File: config.mk
export PLATFORM = sky130hd
export DESIGN_NAME = ram_sp_ctrl
export DESIGN_NICKNAME = d
export VERILOG_FILES = /design/src/rtl/ram_sp_ctrl.sv
export SDC_FILE = /design/constraint.sdc
export NUM_CORES = 1
export LEC_CHECK = 0
export CORE_MARGIN = 4
export CORE_UTILIZATION = 48
export CTS_CLUSTER_SIZE = 24
export DETAILED_ROUTE_END_ITERATION = 12
export PLACE_DENSITY = 0.85
export SLEW_MARGIN = 10
export SYNTH_ARGS = -nofsm -noshare
export SYNTH_HDL_FRONTEND = slang
export SYNTH_SLANG_ARGS = --single-unit
File: constraint.sdc
create_clock -name clk -period 3.5 [get_ports clk]
set_input_delay 0.7 -clock clk [delete_from_list [all_inputs] [get_ports clk]]
set_output_delay 0.7 -clock clk [all_outputs]
set_load 0.02 [all_outputs]
File: src/rtl/ram_sp_ctrl.sv
// ram_sp_ctrl: valid/ready command front end for the single-port RAM, with an optional
// array clear after reset and a 2-entry back-pressurable read response buffer.
module ram_sp_ctrl #(
    parameter int DATAWIDTH = 8,
    parameter int ADDRWIDTH = 9,
    parameter int CLEAR_ON_RESET = 1,
    parameter logic [DATAWIDTH-1:0] CLEAR_VALUE = '0
) (
    input  logic                 clk,
    input  logic                 reset_l,
    input  logic                 req_valid,
    output logic                 req_ready,
    input  logic                 req_we,
    input  logic [ADDRWIDTH-1:0] req_addr,
    input  logic [DATAWIDTH-1:0] req_wdata,
    output logic                 rsp_valid,
    input  logic                 rsp_ready,
    output logic [DATAWIDTH-1:0] rsp_data,
    output logic                 init_done,
    output logic [ADDRWIDTH-1:0] ram_addr,
    output logic                 ram_we,
    output logic [DATAWIDTH-1:0] ram_wr_data,
    input  logic [DATAWIDTH-1:0] ram_rd_data
);
    typedef enum logic [1:0] {IDLE, CLEAR, RUN} state_t;

    state_t               r_state, w_next;
    logic [ADDRWIDTH-1:0] r_clr_addr;
    logic                 r_init_done, r_pending, r_wr_ptr, r_rd_ptr;
    logic [1:0]           r_occ, w_occ_next, w_committed;
    logic [DATAWIDTH-1:0] r_mem0, r_mem1;
    logic                 w_clear, w_run, w_clr_last, w_push, w_pop, w_rd_ok, w_rd_acc;

    assign w_clear     = r_state == CLEAR;
    assign w_run       = r_state == RUN;
    assign w_clr_last  = r_clr_addr == '1;
    assign rsp_valid   = r_occ != 2'd0;
    assign rsp_data    = r_rd_ptr ? r_mem1 : r_mem0;
    assign init_done   = r_init_done;
    assign w_push      = r_pending;
    assign w_pop       = rsp_valid & rsp_ready;
    // committed counts every accepted read not yet popped, so the buffer can never overflow
    assign w_committed = r_occ + {1'b0, r_pending};
    assign w_rd_ok     = (w_committed < 2'd2) | ((w_committed == 2'd2) & w_pop);
    assign w_rd_acc    = req_valid & req_ready & ~req_we;
    assign w_occ_next  = (w_push & ~w_pop) ? r_occ + 2'd1 :
                         (~w_push & w_pop) ? r_occ - 2'd1 : r_occ;

    always_ff @(posedge clk or negedge reset_l) begin
        if (!reset_l) r_state <= IDLE;
        else          r_state <= w_next;
    end

    always_comb begin
        w_next = (r_state == IDLE) ? ((CLEAR_ON_RESET != 0) ? CLEAR : RUN) :
                 (w_clear && !w_clr_last) ? CLEAR : RUN;
    end

    always_comb begin
        req_ready   = w_run & (req_we | w_rd_ok);
        ram_we      = w_clear | (w_run & req_valid & req_we);
        ram_addr    = w_clear ? r_clr_addr : req_addr;
        ram_wr_data = w_clear ? CLEAR_VALUE : req_wdata;
    end

    always_ff @(posedge clk or negedge reset_l) begin
        if (!reset_l) begin
            r_clr_addr  <= '0;
            r_init_done <= (CLEAR_ON_RESET == 0);
            r_pending   <= 1'b0;
            r_occ       <= 2'd0;
            r_wr_ptr    <= 1'b0;
            r_rd_ptr    <= 1'b0;
            r_mem0      <= '0;
            r_mem1      <= '0;
        end else begin
            if (w_clear) r_clr_addr <= r_clr_addr + ADDRWIDTH'(1);
            if (w_clear && w_clr_last) r_init_done <= 1'b1;
            r_pending <= w_rd_acc;
            r_occ     <= w_occ_next;
            if (w_push) begin
                r_wr_ptr <= ~r_wr_ptr;
                if (r_wr_ptr) r_mem1 <= ram_rd_data;
                else          r_mem0 <= ram_rd_data;
            end
            if (w_pop) r_rd_ptr <= ~r_rd_ptr;
        end
    end

    a_no_overflow: assert property (@(posedge clk) disable iff (!reset_l)
        !(w_push && !w_pop && r_occ == 2'd2));
endmodule

==> results.md, run 1 <==
- Chip Height: 66.4 µm
- Clk pin slew, worst setup/hold paths: 0.09 ns
- H-tree lvl count: 2
- Clock sink count: 33
- Vias in the first global route: 1262
- Grt ovf: 0
- Top_reg_cell synth: dfrtp_1
- Post-synth EDFFs: 0
- Setup CP Type: reg2out
- Fin nets: 224
- Post-synth net total: 161
- CP Data Required Time: 2.80 ns
- Filler cells: 245
- Startpoint types: flop
- Vias/cell: 4.95
- Die Span X: 66.4 µm
- Die area: 4410 µm²
- Final WL: 3430 µm
- Vias: 1164
- Cell taking the most area after synthesis: dfrtp_1
- # rows: 20
- Largest net degree at the start of global routing: 34
- CTS tree: yes
- Final Hold Fails: 0
- Skew final: 0.00636 ns
- Worst r2r dst: r_clr_addr[4]$_DFFE_PN0P_
- Static leakage: 1.05 nW
- Initial core utilization: 51.9%
- DR WL/cell: 14.6 µm
- DR iter-0 viols: 32
- Ys Warns: 0
- Yosys reg bits: 33
- CP Launch Point: r_state[1]$_DFF_PN0_
- Slowest Stage Delay on Critical Path: 0.63 ns
- Slowest library cell on the worst path: clkdlybuf4s50_1
- Commonest non-fill, non-tap cell in the layout: clkdlybuf4s50_1
- Skew-Pair Late Insertion Delay: 0.33 ns
- Critical Path End: ram_we
- Antenna violations before repair: 0
- Unrepaired setup endpoints after global routing: false
- Worst r2r path cells: 4
- Post-CTS setup repair buffer count: 0
- Global-route wire length before repair: 5730 µm
- CTS Buffer Depth: 2
- Layout area overhead: 40.8%
- Crit-path max FO: 15
- Maximum vdd ir drop: 0.241 mV
- Total GRT Usage: 17.6%
- DPL Wire Length: 2670 µm
- Async set or reset register ratio after synthesis: 100%
- Syn Inst Count: 127
- Final setup vio count: 0
- Max_cap viols: 0
- Commonest non-fill, non-tap cells in the layout: 58 x clkdlybuf4s50_1, 35 x mux2_2, 33 x dfrtp_1
- Ant. Diodes: 0
- CTS Hold Bufs: 0
- DRC: 0
- Worst Max-Slew Pin Slew: 0.670 ns
- Arr. time, crit path: 2.37 ns
- CTS resizes: 0
- Dominant cells by area after synthesis: dfrtp_1 50%, mux2_2 24%, xnor2_1 4.8%, nor2b_1 3.8%, ha_1 3.1%
- PD cells: 277 nW/µm²
- Critical-path cell list: nor2b_2, buf_4, o21bai_1, clkdlybuf4s50_1
- Layout cell share with drive strength beyond 1: 24.6%
- Post-Layout Cell Count: 235
- IO buf count: 58
- Num CTS Buffers: 5
- Core ar.: 3150 µm²
- Hold WC Path Type: reg2reg
- DR pass1 iterations: 2
- Placed insts: 227
- Pins Over Slew Limit: 0
- Share of the synthesized area in the top cell type: 50.5%
- Critical path endpoint category: primary output
- Syn avg cell area: 12.9 µm²
- Post-synthesis cell area: 1640 µm²
- Gpl congestion: 0.768
- Seq/Total Area, Yosys: 50.5%
- Setup TNS: 0 ns
- Routed Antenna Nets: 0
- Num ports: 59
- Achievable Freq: 0.326 GHz
- Min cycle time layout: 3.07 ns
- Status: completed
- Synth unique cells: 25
- Reg2Reg Setup Slack: 1.89 ns
- Fin crit share: 87.6%
- Worst slew margin: 55.1%
- Root buffer selected by CTS: clkbuf_4
- Fin Hold WS: 0.478 ns
- Worst r2r src: r_state[1]$_DFF_PN0_
-- area by class of cell --
cell class / instances / area [µm²] / share of cell area, %
multi-input combinational: 86 / 758 / 32.9
clock inverter: 2 / 10.0 / 0.434
timing repair buffer: 61 / 603 / 26.2
clock buffer: 6 / 41.3 / 1.79
inverter: 3 / 11.3 / 0.489
sequential: 33 / 826 / 35.8
tap: 44 / 55.1 / 2.39
-- kinds of logic after synthesis --
kind of cell	share of synthesized area, %
mux	24.1
flops	50.5
simple gates	10.2
xor+xnor	6.96
buf+inv	3.21
compound gates	2.06
fa+ha+maj	3.06
-- power by group --
| part | internal (mW) | total [mW] | switching [mW] |
|---|---|---|---|
| clock network | 0.0764 | 0.203 | 0.126 |
| logic | 0.0339 | 0.0478 | 0.0139 |
| registers | 0.386 | 0.388 | 0.00217 |
| total | 0.496 | 0.638 | 0.142 |
-- routing by layer --
metal  global-route usage (%)  up-vias  wire [µm]
met3                     6.97        5        235
met5                        0        -          0
met4                     5.33        0         35
met1                     18.7      563       1310
met2                     31.7       36       1840
li1                         -      560          -
-- worst min path at each step --
stage,from,endpoint,slack (ns),cells past startpoint
2_1_floorplan,reset_l,init_done$_DFFE_PN0P_,0.40,0
3_3_place_gp,init_done$_DFFE_PN0P_,init_done$_DFFE_PN0P_,0.44,1
3_5_place_dp,init_done$_DFFE_PN0P_,init_done$_DFFE_PN0P_,0.46,1
4_1_cts,init_done$_DFFE_PN0P_,init_done$_DFFE_PN0P_,0.49,1
5_1_grt,init_done$_DFFE_PN0P_,init_done$_DFFE_PN0P_,0.51,1
6_report,init_done$_DFFE_PN0P_,init_done$_DFFE_PN0P_,0.48,1
-- cells in the mapped netlist (2+ instances only) --
cell     instances
xnor2_1          9
nor2b_1         10
xor2_1           4
nand4_1          3
a21o_1           2
nand2_1          6
mux2_2          35
buf_2            3
inv_1            3
dfrtp_1         33
nor2_1           2
ha_1             4
-- critical path: cells and delay by family, from the launching register on --
kind	cells	cell delay [ns]
DFF	1	0.44
AOI/OAI and AO/OA	1	0.13
and+or+nand+nor	1	0.56
buffers and inverters	2	0.90
-- metrics by stage --
step           worst slack, ns  power, mW  utilization (%)  instance area (µm²)
4_1_cts                  0.395      0.649             73.1                 2300
2_1_floorplan             1.53      0.401                -                 1640
3_5_place_dp             0.628      0.444             71.5                 2250
5_1_grt                  0.258      0.678             73.1                 2300
3_3_place_gp             0.643      0.441             71.5                 2250
6_report                 0.433      0.638             73.1                 2300
-- registers in the layout (all words and copies together) (netlist names) --
register / count
r_rd_ptr: 1
r_mem0: 8
r_occ: 2
r_wr_ptr: 1
r_clr_addr: 9
r_mem1: 8
r_pending: 1
r_state: 2
init_done: 1
(Power assumes the default switching activity.)
==> inputs of run 2 (changes only) <==
Settings changed: CORE_UTILIZATION 48 to 49, CTS_BUF_LIST set to sky130_fd_sc_hd__clkbuf_8, PLACE_DENSITY 0.85 to 0.87.
==> run 2 against run 1 <==
Clock skew is 0.0015 ns lower; critical path type unchanged; critical endpoint unchanged; non-clock buffer count is 1 lower; sequential power hardly changed; flip-flop and latch count stayed put; power is 25% higher; highest routed layer unchanged; sequential share of layout area is 0.87 points lower; global-route usage is 1.1 points higher.
==> results.md, run 2 (synthesized netlist as in run 1, its figures left out) <==
- Routed Antenna Nets: 0 (unchanged)
- CTS resizes: 0 (unchanged)
- Layout cell share with drive strength beyond 1: 24.2% (-0.40 points)
- Setup CP Type: reg2out
- DR WL/cell: 15.1 µm (+3.8%)
- Final WL: 3540 µm (+3.3%)
- Vias: 1175 (+0.95%)
- Fin nets: 223 (-0.45%)
- Initial core utilization: 52.3% (+0.42 points)
- Slowest library cell on the worst path: nor2b_2
- Pins Over Slew Limit: 0 (unchanged)
- Status: completed
- Core ar.: 3130 µm² (-0.79%)
- Worst r2r dst: r_clr_addr[8]$_DFFE_PN0P_
- H-tree lvl count: 2 (unchanged)
- Placed insts: 226 (-0.44%)
- Num ports: 59 (unchanged)
- DR pass1 iterations: 4 (+2)
- Most used routing layer: met2
- Final setup margin: 0.466 ns (+0.0326 ns)
- # rows: 20 (unchanged)
- FF+latch area: 826 µm² (unchanged)
- CTS tree: yes
- Arr. time, crit path: 2.33 ns (-0.04 ns)
- Hold WC Path Type: reg2reg
- Reg with most FFs: r_clr_addr
- Clk pin slew, worst setup/hold paths: 0.07 ns (-0.02 ns)
- Clock sink count: 33 (unchanged)
- PD cells: 337 nW/µm² (+22%)
- Die Span X: 65.8 µm (-0.90%)
- Hold Path Stages: 1 (unchanged)
- Startpoint types: flop
- Hold Path Sink: r_wr_ptr$_DFFE_PN0P_
- DRC: 0 (unchanged)
- Achievable Freq: 0.330 GHz (+1.1%)
- DP Worst Slack: 0.619 ns (-0.00932 ns)
- Gpl congestion: 0.720 (-6.3%)
- Chip Height: 65.8 µm (-0.90%)
- Critical-path cell list: nor2b_2, buf_4, o21bai_1, clkdlybuf4s50_1
- Met3 Usage GRT: 6.80% (-0.17 points)
- Post-CTS setup repair buffer count: 0 (unchanged)
- Critical hold path startpoint: r_wr_ptr$_DFFE_PN0P_
- Max_cap viols: 0 (unchanged)
- Worst Path Buf+Inv: 2 (unchanged)
- Crit-path max FO: 18 (+3)
- Final setup vio count: 0 (unchanged)
- Worst Max-Slew Pin Slew: 0.756 ns (+0.0855 ns)
- Post-Layout Cell Count: 234 (-0.43%)
- Reg2Reg Setup Slack: 1.92 ns (+0.03 ns)
- Critical path's top delay family: buffers and inverters
- Leading registers by flop count: r_clr_addr x9, r_mem0 x8, r_mem1 x8
- DR iter-0 viols: 33 (+3.1%)
- Grt ovf: 0 (unchanged)
- Vias in the first global route: 1292 (+2.4%)
- DPL Wire Length: 2620 µm (-2.0%)
- Fin crit share: 86.7% (-0.93 points)
- CTS Buffer Depth: 2 (unchanged)
- Critical path endpoint category: primary output
- IO buf count: 58 (unchanged)
- Worst r2r src: r_state[0]$_DFF_PN0_
- Static leakage: 1.07 nW (+2.5%)
- Die area: 4330 µm² (-1.8%)
- Worst slew margin: 49.4% (-5.7 points)
- Largest net degree at the start of global routing: 34 (unchanged)
- Final Hold Fails: 0 (unchanged)
- Root buffer selected by CTS: clkbuf_8
- Min cycle time layout: 3.03 ns (-0.0326 ns)
- Commonest non-fill, non-tap cell in the layout: clkdlybuf4s50_1
- Fin Hold WS: 0.493 ns (+0.0151 ns)
- CP Data Required Time: 2.80 ns (about the same)
- Slowest Stage Delay on Critical Path: 0.66 ns (+0.03 ns)
- Global-route wire length before repair: 6000 µm (+4.8%)
- Skew final: 0.00487 ns (-0.00149 ns)
- CTS Hold Bufs: 0 (unchanged)
- M2 GR Usage: 30.7% (-1.1 points)
- Ant. Diodes: 0 (unchanged)
- Worst r2r path cells: 2 (-2)
- Largest register FFs: 9 (unchanged)
- Vias/cell: 5.02 (+1.4%)
- Commonest non-fill, non-tap cells in the layout: 58 x clkdlybuf4s50_1, 35 x mux2_2, 33 x dfrtp_1
- Unrepaired setup endpoints after global routing: false
- Setup TNS: 0 ns (unchanged)
- Maximum vdd ir drop: 0.197 mV (-18%)
- Layout area overhead: 44.3%
- Met1 GRT Util: 22.4% (+3.7 points)
- Antenna violations before repair: 0 (unchanged)
- Total GRT Usage: 18.7% (+1.1 points)
- Filler cells: 224 (-8.6%)
- Num CTS Buffers: 5 (unchanged)
- Skew-Pair Late Insertion Delay: 0.28 ns (-0.05 ns)
- Area of the multi-input gates: 758 µm² (unchanged)
[run 2: per-layer routing]
metal / vias up / part of all wire, %
met5: - / 0
met4: 0 / 1.9
met3: 6 / 5.7
met2: 42 / 50
met1: 565 / 42
li1: 562 / -
[run 2: area by class of cell]
| class | instances | area share [%] |
|---|---|---|
| clock buffers | 6 | 3.50 |
| clock inverters | 2 | 1.43 |
| inverters | 3 | 0.477 |
| multi-input cells | 86 | 32.1 |
| flip-flops and latches | 33 | 35.0 |
| well taps | 44 | 2.33 |
| repair buffers | 60 | 25.2 |
[run 2: how the worst max path moves through the flow]
stage,from,endpoint,slack [ns],cells past startpoint
detailed placement,rsp_ready,req_ready,0.62,5
global route,r_state[0]$_DFF_PN0_,ram_we,0.30,4
floorplan,rsp_ready,req_ready,1.53,3
finish,r_state[0]$_DFF_PN0_,ram_we,0.47,4
global placement,rsp_ready,req_ready,0.64,5
CTS,r_state[1]$_DFF_PN0_,ram_we,0.44,4
[run 2: per-stage QoR]
step / utilization [%] / power [mW] / instance area, µm²
floorplan: - / 0.401 / 1640
global placement: 71.8 / 0.441 / 2250
detailed placement: 71.8 / 0.444 / 2250
CTS: 75.5 / 0.807 / 2360
global route: 75.5 / 0.832 / 2360
finish: 75.5 / 0.797 / 2360
[run 2: power breakdown]
group | internal, mW | leakage [nW] | switching [mW]
combinational | 0.0339 | 0.583 | 0.0142
sequential | 0.386 | 0.428 | 0.00202
clock | 0.229 | 0.0626 | 0.132
total | 0.649 | 1.07 | 0.148
